--- config.mk ---
export PLATFORM = sky130hd
export DESIGN_NAME = hc16_mw_add_sched_flat
export DESIGN_NICKNAME = d
export VERILOG_FILES = /design/src/rtl/hc16_mw_add_sched_pkg.sv /design/src/rtl/hc16_mw_add_sched_if.sv /design/src/rtl/hc16_mw_add_sched_rr_arb.sv /design/src/rtl/hc16_mw_add_sched.sv /design/src/flat_wrapper.sv
export SDC_FILE = /design/constraint.sdc
export NUM_CORES = 1
export LEC_CHECK = 0
export BUFFER_PORTS_ARGS = -buffer_cell sky130_fd_sc_hd__clkbuf_2
export CORE_AREA = 8 8 250 252
export DETAILED_ROUTE_END_ITERATION = 7
export DIE_AREA = 0 0 258 260
export SYNTH_ARGS = -nofsm -noshare
export SYNTH_HDL_FRONTEND = slang
export SYNTH_SLANG_ARGS = --single-unit
--- constraint.sdc ---
create_clock -name clk -period 5.9 [get_ports clk]
set_input_delay 0.295 -clock clk [delete_from_list [all_inputs] [get_ports clk]]
set_output_delay 0.295 -clock clk [all_outputs]
set_load 0.05 [all_outputs]
--- src/rtl/hc16_mw_add_sched_pkg.sv ---
// Shared types and the round-robin pick helper for the multi-word add scheduler.
// Optional carry-in support is selected with HC16_SCHED_CIN_EN in the interface and top.
package hc16_sched_pkg;

  localparam int WORD_W = 16;

  typedef logic [WORD_W-1:0] word_t;

  typedef enum logic [1:0] {
    IDLE = 2'd0,
    ADD  = 2'd1,
    INC  = 2'd2,
    RESP = 2'd3
  } state_t;

  // First set bit of valid at or after ptr, wrapping within mask+1 requesters.
  function automatic logic [2:0] rr_pick(input logic [7:0] valid,
                                         input logic [2:0] ptr,
                                         input logic [2:0] mask);
    logic [2:0] pick;
    logic [2:0] idx;
    logic       found;
    pick  = 3'd0;
    found = 1'b0;
    for (int i = 0; i < 8; i++) begin
      idx = (ptr + 3'(i)) & mask;
      if (!found && (3'(i) <= mask) && valid[idx]) begin
        pick  = idx;
        found = 1'b1;
      end
    end
    return pick;
  endfunction

endpackage

--- src/rtl/hc16_mw_add_sched_if.sv ---
// Requester/response bundle for hc16_mw_add_sched; master = clients, slave = scheduler.
// req_cin exists only when HC16_SCHED_CIN_EN is defined.
interface hc16_mw_add_sched_if #(
  parameter int NUM_REQ   = 4,
  parameter int MAX_WORDS = 4
);
  localparam int ID_W = $clog2(NUM_REQ);

  logic [NUM_REQ-1:0]              req_valid;
  logic [NUM_REQ-1:0]              req_ready;
  logic [NUM_REQ*MAX_WORDS*16-1:0] req_a;
  logic [NUM_REQ*MAX_WORDS*16-1:0] req_b;
  logic [NUM_REQ*2-1:0]            req_nwords;
`ifdef HC16_SCHED_CIN_EN
  logic [NUM_REQ-1:0]              req_cin;
`endif
  logic                            rsp_valid;
  logic                            rsp_ready;
  logic [ID_W-1:0]                 rsp_id;
  logic [MAX_WORDS*16-1:0]         rsp_sum;
  logic                            rsp_cout;

  modport master (
    output req_valid, req_a, req_b, req_nwords,
`ifdef HC16_SCHED_CIN_EN
    output req_cin,
`endif
    output rsp_ready,
    input  req_ready, rsp_valid, rsp_id, rsp_sum, rsp_cout
  );

  modport slave (
    input  req_valid, req_a, req_b, req_nwords,
`ifdef HC16_SCHED_CIN_EN
    input  req_cin,
`endif
    input  rsp_ready,
    output req_ready, rsp_valid, rsp_id, rsp_sum, rsp_cout
  );

endinterface

--- src/rtl/hc16_mw_add_sched_rr_arb.sv ---
// Round-robin requester pick with a registered pointer that moves past each grant.
module hc16_rr_arb
  import hc16_sched_pkg::*;
#(
  parameter int NUM_REQ = 4
) (
  input  logic                       clk,
  input  logic                       rst_n,
  input  logic [NUM_REQ-1:0]         valid,
  input  logic                       take,
  output logic [$clog2(NUM_REQ)-1:0] gnt,
  output logic                       any
);
  localparam int IDX_W = $clog2(NUM_REQ);

  logic [IDX_W-1:0] ptr_q;
  logic [IDX_W-1:0] ptr_d;

  assign gnt = IDX_W'(rr_pick(8'(valid), 3'(ptr_q), 3'(NUM_REQ - 1)));
  assign any = |valid;

  // Pointer advances to one past the granted requester; power-of-2 width wraps it.
  always_comb begin
    ptr_d = ptr_q;
    if (take) begin
      ptr_d = gnt + IDX_W'(1);
    end else begin
      ptr_d = ptr_q;
    end
  end

  // Pointer register with synchronous reset.
  always_ff @(posedge clk) begin
    if (!rst_n) begin
      ptr_q <= '0;
    end else begin
      ptr_q <= ptr_d;
    end
  end

endmodule

--- src/rtl/hc16_mw_add_sched.sv ---
// Time-shares one external 16-bit adder among requesters for multi-word additions,
// injecting inter-word carry with an extra +1 pass. HC16_SCHED_CIN_EN adds req_cin.
module hc16_mw_add_sched
  import hc16_sched_pkg::*;
#(
  parameter int NUM_REQ   = 4,
  parameter int MAX_WORDS = 4
) (
  input  logic                     clk,
  input  logic                     rst_n,
  hc16_mw_add_sched_if.slave       bus,
  output word_t                    add_a,
  output word_t                    add_b,
  input  word_t                    add_sum,
  input  logic                     add_cout,
  output logic                     busy
);
  localparam int ID_W   = $clog2(NUM_REQ);
  localparam int LANE_W = MAX_WORDS * WORD_W;

  state_t           state_q, state_d;
  logic [1:0]       w_q, w_d;
  logic [1:0]       nwords_q, nwords_d;
  logic             carry_q, carry_d;
  logic             c1_q, c1_d;
  logic [ID_W-1:0]  id_q, id_d;
  word_t            a_q   [MAX_WORDS];
  word_t            a_d   [MAX_WORDS];
  word_t            b_q   [MAX_WORDS];
  word_t            b_d   [MAX_WORDS];
  word_t            sum_q [MAX_WORDS];
  word_t            sum_d [MAX_WORDS];

  logic [ID_W-1:0]    gnt_s;
  logic               any_s;
  logic               take_s;
  logic [NUM_REQ-1:0] ready_s;
  logic [LANE_W-1:0]  lane_a_s;
  logic [LANE_W-1:0]  lane_b_s;
  logic [LANE_W-1:0]  rsp_sum_s;
  logic [1:0]         nw_raw_s;
  logic [1:0]         nw_s;
  word_t              add_a_s;
  word_t              add_b_s;

  hc16_rr_arb #(.NUM_REQ(NUM_REQ)) u_arb (
    .clk   (clk),
    .rst_n (rst_n),
    .valid (bus.req_valid),
    .take  (take_s),
    .gnt   (gnt_s),
    .any   (any_s)
  );

  assign lane_a_s = bus.req_a[gnt_s*LANE_W +: LANE_W];
  assign lane_b_s = bus.req_b[gnt_s*LANE_W +: LANE_W];
  assign nw_raw_s = bus.req_nwords[gnt_s*2 +: 2];

  // Oversized word counts are clamped to the widest supported operand.
  always_comb begin
    nw_s = nw_raw_s;
    if (int'(nw_raw_s) > MAX_WORDS - 1) begin
      nw_s = 2'(MAX_WORDS - 1);
    end else begin
      nw_s = nw_raw_s;
    end
  end

  // FSM next state, datapath updates and adder operand muxing.
  always_comb begin
    state_d  = state_q;
    w_d      = w_q;
    nwords_d = nwords_q;
    carry_d  = carry_q;
    c1_d     = c1_q;
    id_d     = id_q;
    a_d      = a_q;
    b_d      = b_q;
    sum_d    = sum_q;
    ready_s  = '0;
    take_s   = 1'b0;
    add_a_s  = 16'h0000;
    add_b_s  = 16'h0000;
    case (state_q)
      IDLE: begin
        if (any_s) begin
          ready_s[gnt_s] = 1'b1;
          take_s         = 1'b1;
          id_d           = gnt_s;
          nwords_d       = nw_s;
          w_d            = 2'd0;
`ifdef HC16_SCHED_CIN_EN
          carry_d        = bus.req_cin[gnt_s];
`else
          carry_d        = 1'b0;
`endif
          for (int k = 0; k < MAX_WORDS; k++) begin
            a_d[k]   = lane_a_s[k*WORD_W +: WORD_W];
            b_d[k]   = lane_b_s[k*WORD_W +: WORD_W];
            sum_d[k] = 16'h0000;
          end
          state_d = ADD;
        end else begin
          state_d = IDLE;
        end
      end
      ADD: begin
        add_a_s    = a_q[w_q];
        add_b_s    = b_q[w_q];
        sum_d[w_q] = add_sum;
        c1_d       = add_cout;
        if (carry_q) begin
          state_d = INC;
        end else begin
          carry_d = add_cout;
          if (w_q == nwords_q) begin
            state_d = RESP;
          end else begin
            w_d     = w_q + 2'd1;
            state_d = ADD;
          end
        end
      end
      INC: begin
        // Pending carry-in is applied as a +1 pass on the partial word.
        add_a_s    = sum_q[w_q];
        add_b_s    = 16'h0001;
        sum_d[w_q] = add_sum;
        carry_d    = c1_q | add_cout;
        if (w_q == nwords_q) begin
          state_d = RESP;
        end else begin
          w_d     = w_q + 2'd1;
          state_d = ADD;
        end
      end
      RESP: begin
        if (bus.rsp_ready) begin
          state_d = IDLE;
        end else begin
          state_d = RESP;
        end
      end
      default: begin
        state_d = IDLE;
      end
    endcase
  end

  // Pack result words onto the flat response bus.
  always_comb begin
    rsp_sum_s = '0;
    for (int k = 0; k < MAX_WORDS; k++) begin
      rsp_sum_s[k*WORD_W +: WORD_W] = sum_q[k];
    end
  end

  // State and datapath registers; reset discards any in-flight request.
  always_ff @(posedge clk) begin
    if (!rst_n) begin
      state_q  <= IDLE;
      w_q      <= 2'd0;
      nwords_q <= 2'd0;
      carry_q  <= 1'b0;
      c1_q     <= 1'b0;
      id_q     <= '0;
      a_q      <= '{default: 16'h0000};
      b_q      <= '{default: 16'h0000};
      sum_q    <= '{default: 16'h0000};
    end else begin
      state_q  <= state_d;
      w_q      <= w_d;
      nwords_q <= nwords_d;
      carry_q  <= carry_d;
      c1_q     <= c1_d;
      id_q     <= id_d;
      a_q      <= a_d;
      b_q      <= b_d;
      sum_q    <= sum_d;
    end
  end

  assign bus.req_ready = ready_s & {NUM_REQ{rst_n}};
  assign bus.rsp_valid = (state_q == RESP);
  assign bus.rsp_id    = id_q;
  assign bus.rsp_sum   = rsp_sum_s;
  assign bus.rsp_cout  = carry_q;
  assign add_a         = add_a_s;
  assign add_b         = add_b_s;
  assign busy          = (state_q != IDLE);

endmodule

--- src/flat_wrapper.sv ---
// flat-port wrapper written by rule: the top's interface ports become plain ports
module hc16_mw_add_sched_flat import hc16_sched_pkg::*;
#(
  parameter int NUM_REQ   = 4,
  parameter int MAX_WORDS = 4
)
  (clk, rst_n, add_a, add_b, add_sum, add_cout, busy, bus_req_valid, bus_req_a, bus_req_b, bus_req_nwords, bus_rsp_ready, bus_req_ready, bus_rsp_valid, bus_rsp_id, bus_rsp_sum, bus_rsp_cout);
  hc16_mw_add_sched_if #(.NUM_REQ(NUM_REQ), .MAX_WORDS(MAX_WORDS)) bus_i ();
  input  logic clk;
  input  logic rst_n;
  output word_t add_a;
  output word_t add_b;
  input  word_t add_sum;
  input  logic add_cout;
  output logic busy;
  input wire logic [$bits(bus_i.req_valid)-1:0] bus_req_valid;
  input wire logic [$bits(bus_i.req_a)-1:0] bus_req_a;
  input wire logic [$bits(bus_i.req_b)-1:0] bus_req_b;
  input wire logic [$bits(bus_i.req_nwords)-1:0] bus_req_nwords;
  input wire logic [$bits(bus_i.rsp_ready)-1:0] bus_rsp_ready;
  output wire logic [$bits(bus_i.req_ready)-1:0] bus_req_ready;
  output wire logic [$bits(bus_i.rsp_valid)-1:0] bus_rsp_valid;
  output wire logic [$bits(bus_i.rsp_id)-1:0] bus_rsp_id;
  output wire logic [$bits(bus_i.rsp_sum)-1:0] bus_rsp_sum;
  output wire logic [$bits(bus_i.rsp_cout)-1:0] bus_rsp_cout;
  assign bus_i.req_valid = bus_req_valid;
  assign bus_i.req_a = bus_req_a;
  assign bus_i.req_b = bus_req_b;
  assign bus_i.req_nwords = bus_req_nwords;
  assign bus_i.rsp_ready = bus_rsp_ready;
  assign bus_req_ready = bus_i.req_ready;
  assign bus_rsp_valid = bus_i.rsp_valid;
  assign bus_rsp_id = bus_i.rsp_id;
  assign bus_rsp_sum = bus_i.rsp_sum;
  assign bus_rsp_cout = bus_i.rsp_cout;
  hc16_mw_add_sched #(.NUM_REQ(NUM_REQ), .MAX_WORDS(MAX_WORDS)) u_core (.clk(clk), .rst_n(rst_n), .bus(bus_i), .add_a(add_a), .add_b(add_b), .add_sum(add_sum), .add_cout(add_cout), .busy(busy));
endmodule
==> results.json <==
{
  "startpoint": "u_core.state_q[1]",
  "place_ws_ps": 2790,
  "post-dp-hpwl_um": 44200,
  "leakage_nw": 7.31,
  "crit_type": "reg2out",
  "port_buffers": 648,
  "design.core.area_sq_mm": 0.0585,
  "syn_to_final_growth_pct": 38.7,
  "wl_um": 54400,
  "synthTopCellsByArea": "dfxtp_1 35%, mux2i_1 23%, o221ai_1 9.8%",
  "htree_levels": 1,
  "ys_warn_count": 0,
  "fp.dieW_um": 258,
  "clk_path_buf_depth": 3,
  "drc": 0,
  "hold_start": "add_sum[14]",
  "via_per_inst": 4.63,
  "grt_usage": 0.151,
  "drive_gt1_frac": 0.443,
  "final_nets": 2258,
  "rows": 89,
  "rsz0062_at_grt": "no",
  "gp_congestion": 0.895,
  "timing.rr.start": "u_core.state_q[0]",
  "startpoint_type": "flip-flop",
  "postRouteAntennaNets": 0,
  "grt_pass1_vias": 12800,
  "drt_iter0_drc": 661,
  "crit_arrival_ps": 3460,
  "ir_drop_uv": 181,
  "avgSynthCellArea_sq_um": 10.3,
  "status": "complete, no violations",
  "synthCells": 1127,
  "grt_pass1_wl_um": 79000,
  "fp.dieH_um": 260,
  "place_area_sq_mm": 0.0153,
  "cts_resized": 0,
  "clockRootBuffer": "clkbuf_16",
  "synth_ff_type": "dfxtp_1",
  "skew_ps": 9.43,
  "finalHoldViolCount": 0,
  "antenna_found_initial": 2,
  "grt_max_degree": 108,
  "relSlewSlack": 0.354,
  "setup_slack_ps": 2140,
  "clkTransAtPathRegs_ps": 70,
  "yosysSeqAreaShare": 0.350,
  "vias": 11600,
  "clk_latency_ps": 540,
  "synth_fp_nets": 1680,
  "ys_seq_elements": 204,
  "rrSetupSlack_ps": 2930,
  "post-synth-top-count-cell": "mux2i_1",
  "numCtsBuffers": 25,
  "netlist_area_sq_mm": 0.0117,
  "finalInstanceArea_sq_mm": 0.0162,
  "fmax_ghz": 0.266,
  "crit_required_ps": 5610,
  "hold_path.class": "in2reg",
  "avgRoutedWirePerCell_um": 21.8,
  "ys_top_cells_by_count": "264 x mux2i_1, 204 x dfxtp_1, 135 x nand2_1",
  "netlist.area_leader.share": 0.350,
  "synth_edf_count": 0,
  "synth_cell_types": 40,
  "first_pass_iters": 5,
  "period_minus_slack_ps": 3760,
  "grt_overflow_total": 0,
  "setup_tns_ps": 0,
  "die_area_sq_mm": 0.0671,
  "setup_viol": 0,
  "power_density_mw_per_mm2": 337,
  "cts_num_sinks": 204,
  "cap_violations": 0,
  "async_flop_share": 0,
  "path_max_fanout": 77,
  "tightest_slew_ps": 969,
  "start_util": 0.199,
  "worstSetupEndpointType": "output pin",
  "synth_area_leader_cell": "dfxtp_1",
  "num_io_pins": 649,
  "fin_crit_sh": 0.637,
  "drv_slew": 0,
  "tritoncts": "done"
}
what timing repair did:
item	in CTS	in global routing
endpoints found under the setup margin	0	0
hold endpoints to repair	1	0
setup buffers	0	0
hold buffers	1	0
sequential cells by signal, indices dropped and copies added, names as in the netlist:
| name | cells |
|---|---|
| u_core.a_q | 64 |
| u_core.b_q | 64 |
| u_core.bus.rsp_cout | 1 |
| u_core.bus.rsp_id | 2 |
| u_core.bus.rsp_sum | 64 |
| u_core.c1_q | 1 |
| u_core.nwords_q | 2 |
| u_core.state_q | 2 |
| u_core.u_arb.ptr_q | 2 |
| u_core.w_q | 2 |
metrics by stage:
step	hold WS, ps	util	cells	power [mW]
2_1_floorplan	427	-	1127	3.28
3_5_place_dp	448	0.262	2450	3.98
6_report	57.5	0.276	2498	5.45
4_1_cts	7.91	0.276	2497	5.54
3_3_place_gp	441	0.262	2450	3.96
5_1_grt	24.9	0.276	2498	5.74
critical path, stage by stage, from the launching register on:
cell,delay [ps]
dfxtp_1,330
inv_1,110
ha_1,250
inv_1,90
nor2_2,480
nand3b_4,670
buf_12,450
nor2_1,150
clkbuf_2,300
cell families (layout without fill, tap and decap cells):
kind of cell	Yosys count	count (layout)	share of synthesized area
other cells	0	1	0
buf+inv	119	716	0.0612
mux	313	313	0.320
compound gates	232	232	0.166
fa+ha+maj	9	9	0.00966
flops	204	204	0.350
simple gates	247	247	0.0902
xor+xnor	3	3	0.00226
report_power, final:
| group | internal [mW] | switching, mW | leakage, nW |
|---|---|---|---|
| clock | 0.911 | 0.616 | 0.401 |
| sequential | 1.65 | 0.292 | 1.68 |
| combinational | 0.838 | 1.15 | 5.24 |
| total | 3.40 | 2.06 | 7.31 |
final cells by class:
class	count	area (sq um)
fill	6185	42300
multi-input combinational	804	6870
sequential	204	4090
timing repair buffer	661	3380
tap	773	967
clock buffer	39	748
clock inverter	7	66.3
inverter	9	33.8
antenna	1	2.50
cells in the final DEF (no fill, tap or decap), types with 15 or more instances in the layout:
cell       synthesis  final
dfxtp_1          204    202
clkbuf_16          0     25
a32o_1            16     16
o221ai_1         130    130
clkbuf_2           0    648
nand2_1          135    135
a22oi_1           64     64
and2_1            15     15
mux2i_1          264    264
nor2_1            80     79
mux4_2            48     48
worst paths after layout:
check	cells after the start	end
max	8	bus_req_ready[0]
min reg2reg	2	u_core.b_q[45]
min	3	u_core.bus.rsp_sum[30]
max reg2reg	6	u_core.bus.rsp_sum[24]
per-layer routing:
| layer | track usage | up-vias | share of wire |
|---|---|---|---|
| met2 | 0.289 | 575 | 0.52 |
| met1 | 0.164 | 5433 | 0.38 |
| met5 | 0 | - | 0 |
| li1 | - | 5502 | - |
| met4 | 0.0466 | 0 | 0.031 |
| met3 | 0.0340 | 57 | 0.068 |
Note: power is estimated with default switching activity, not from simulation.
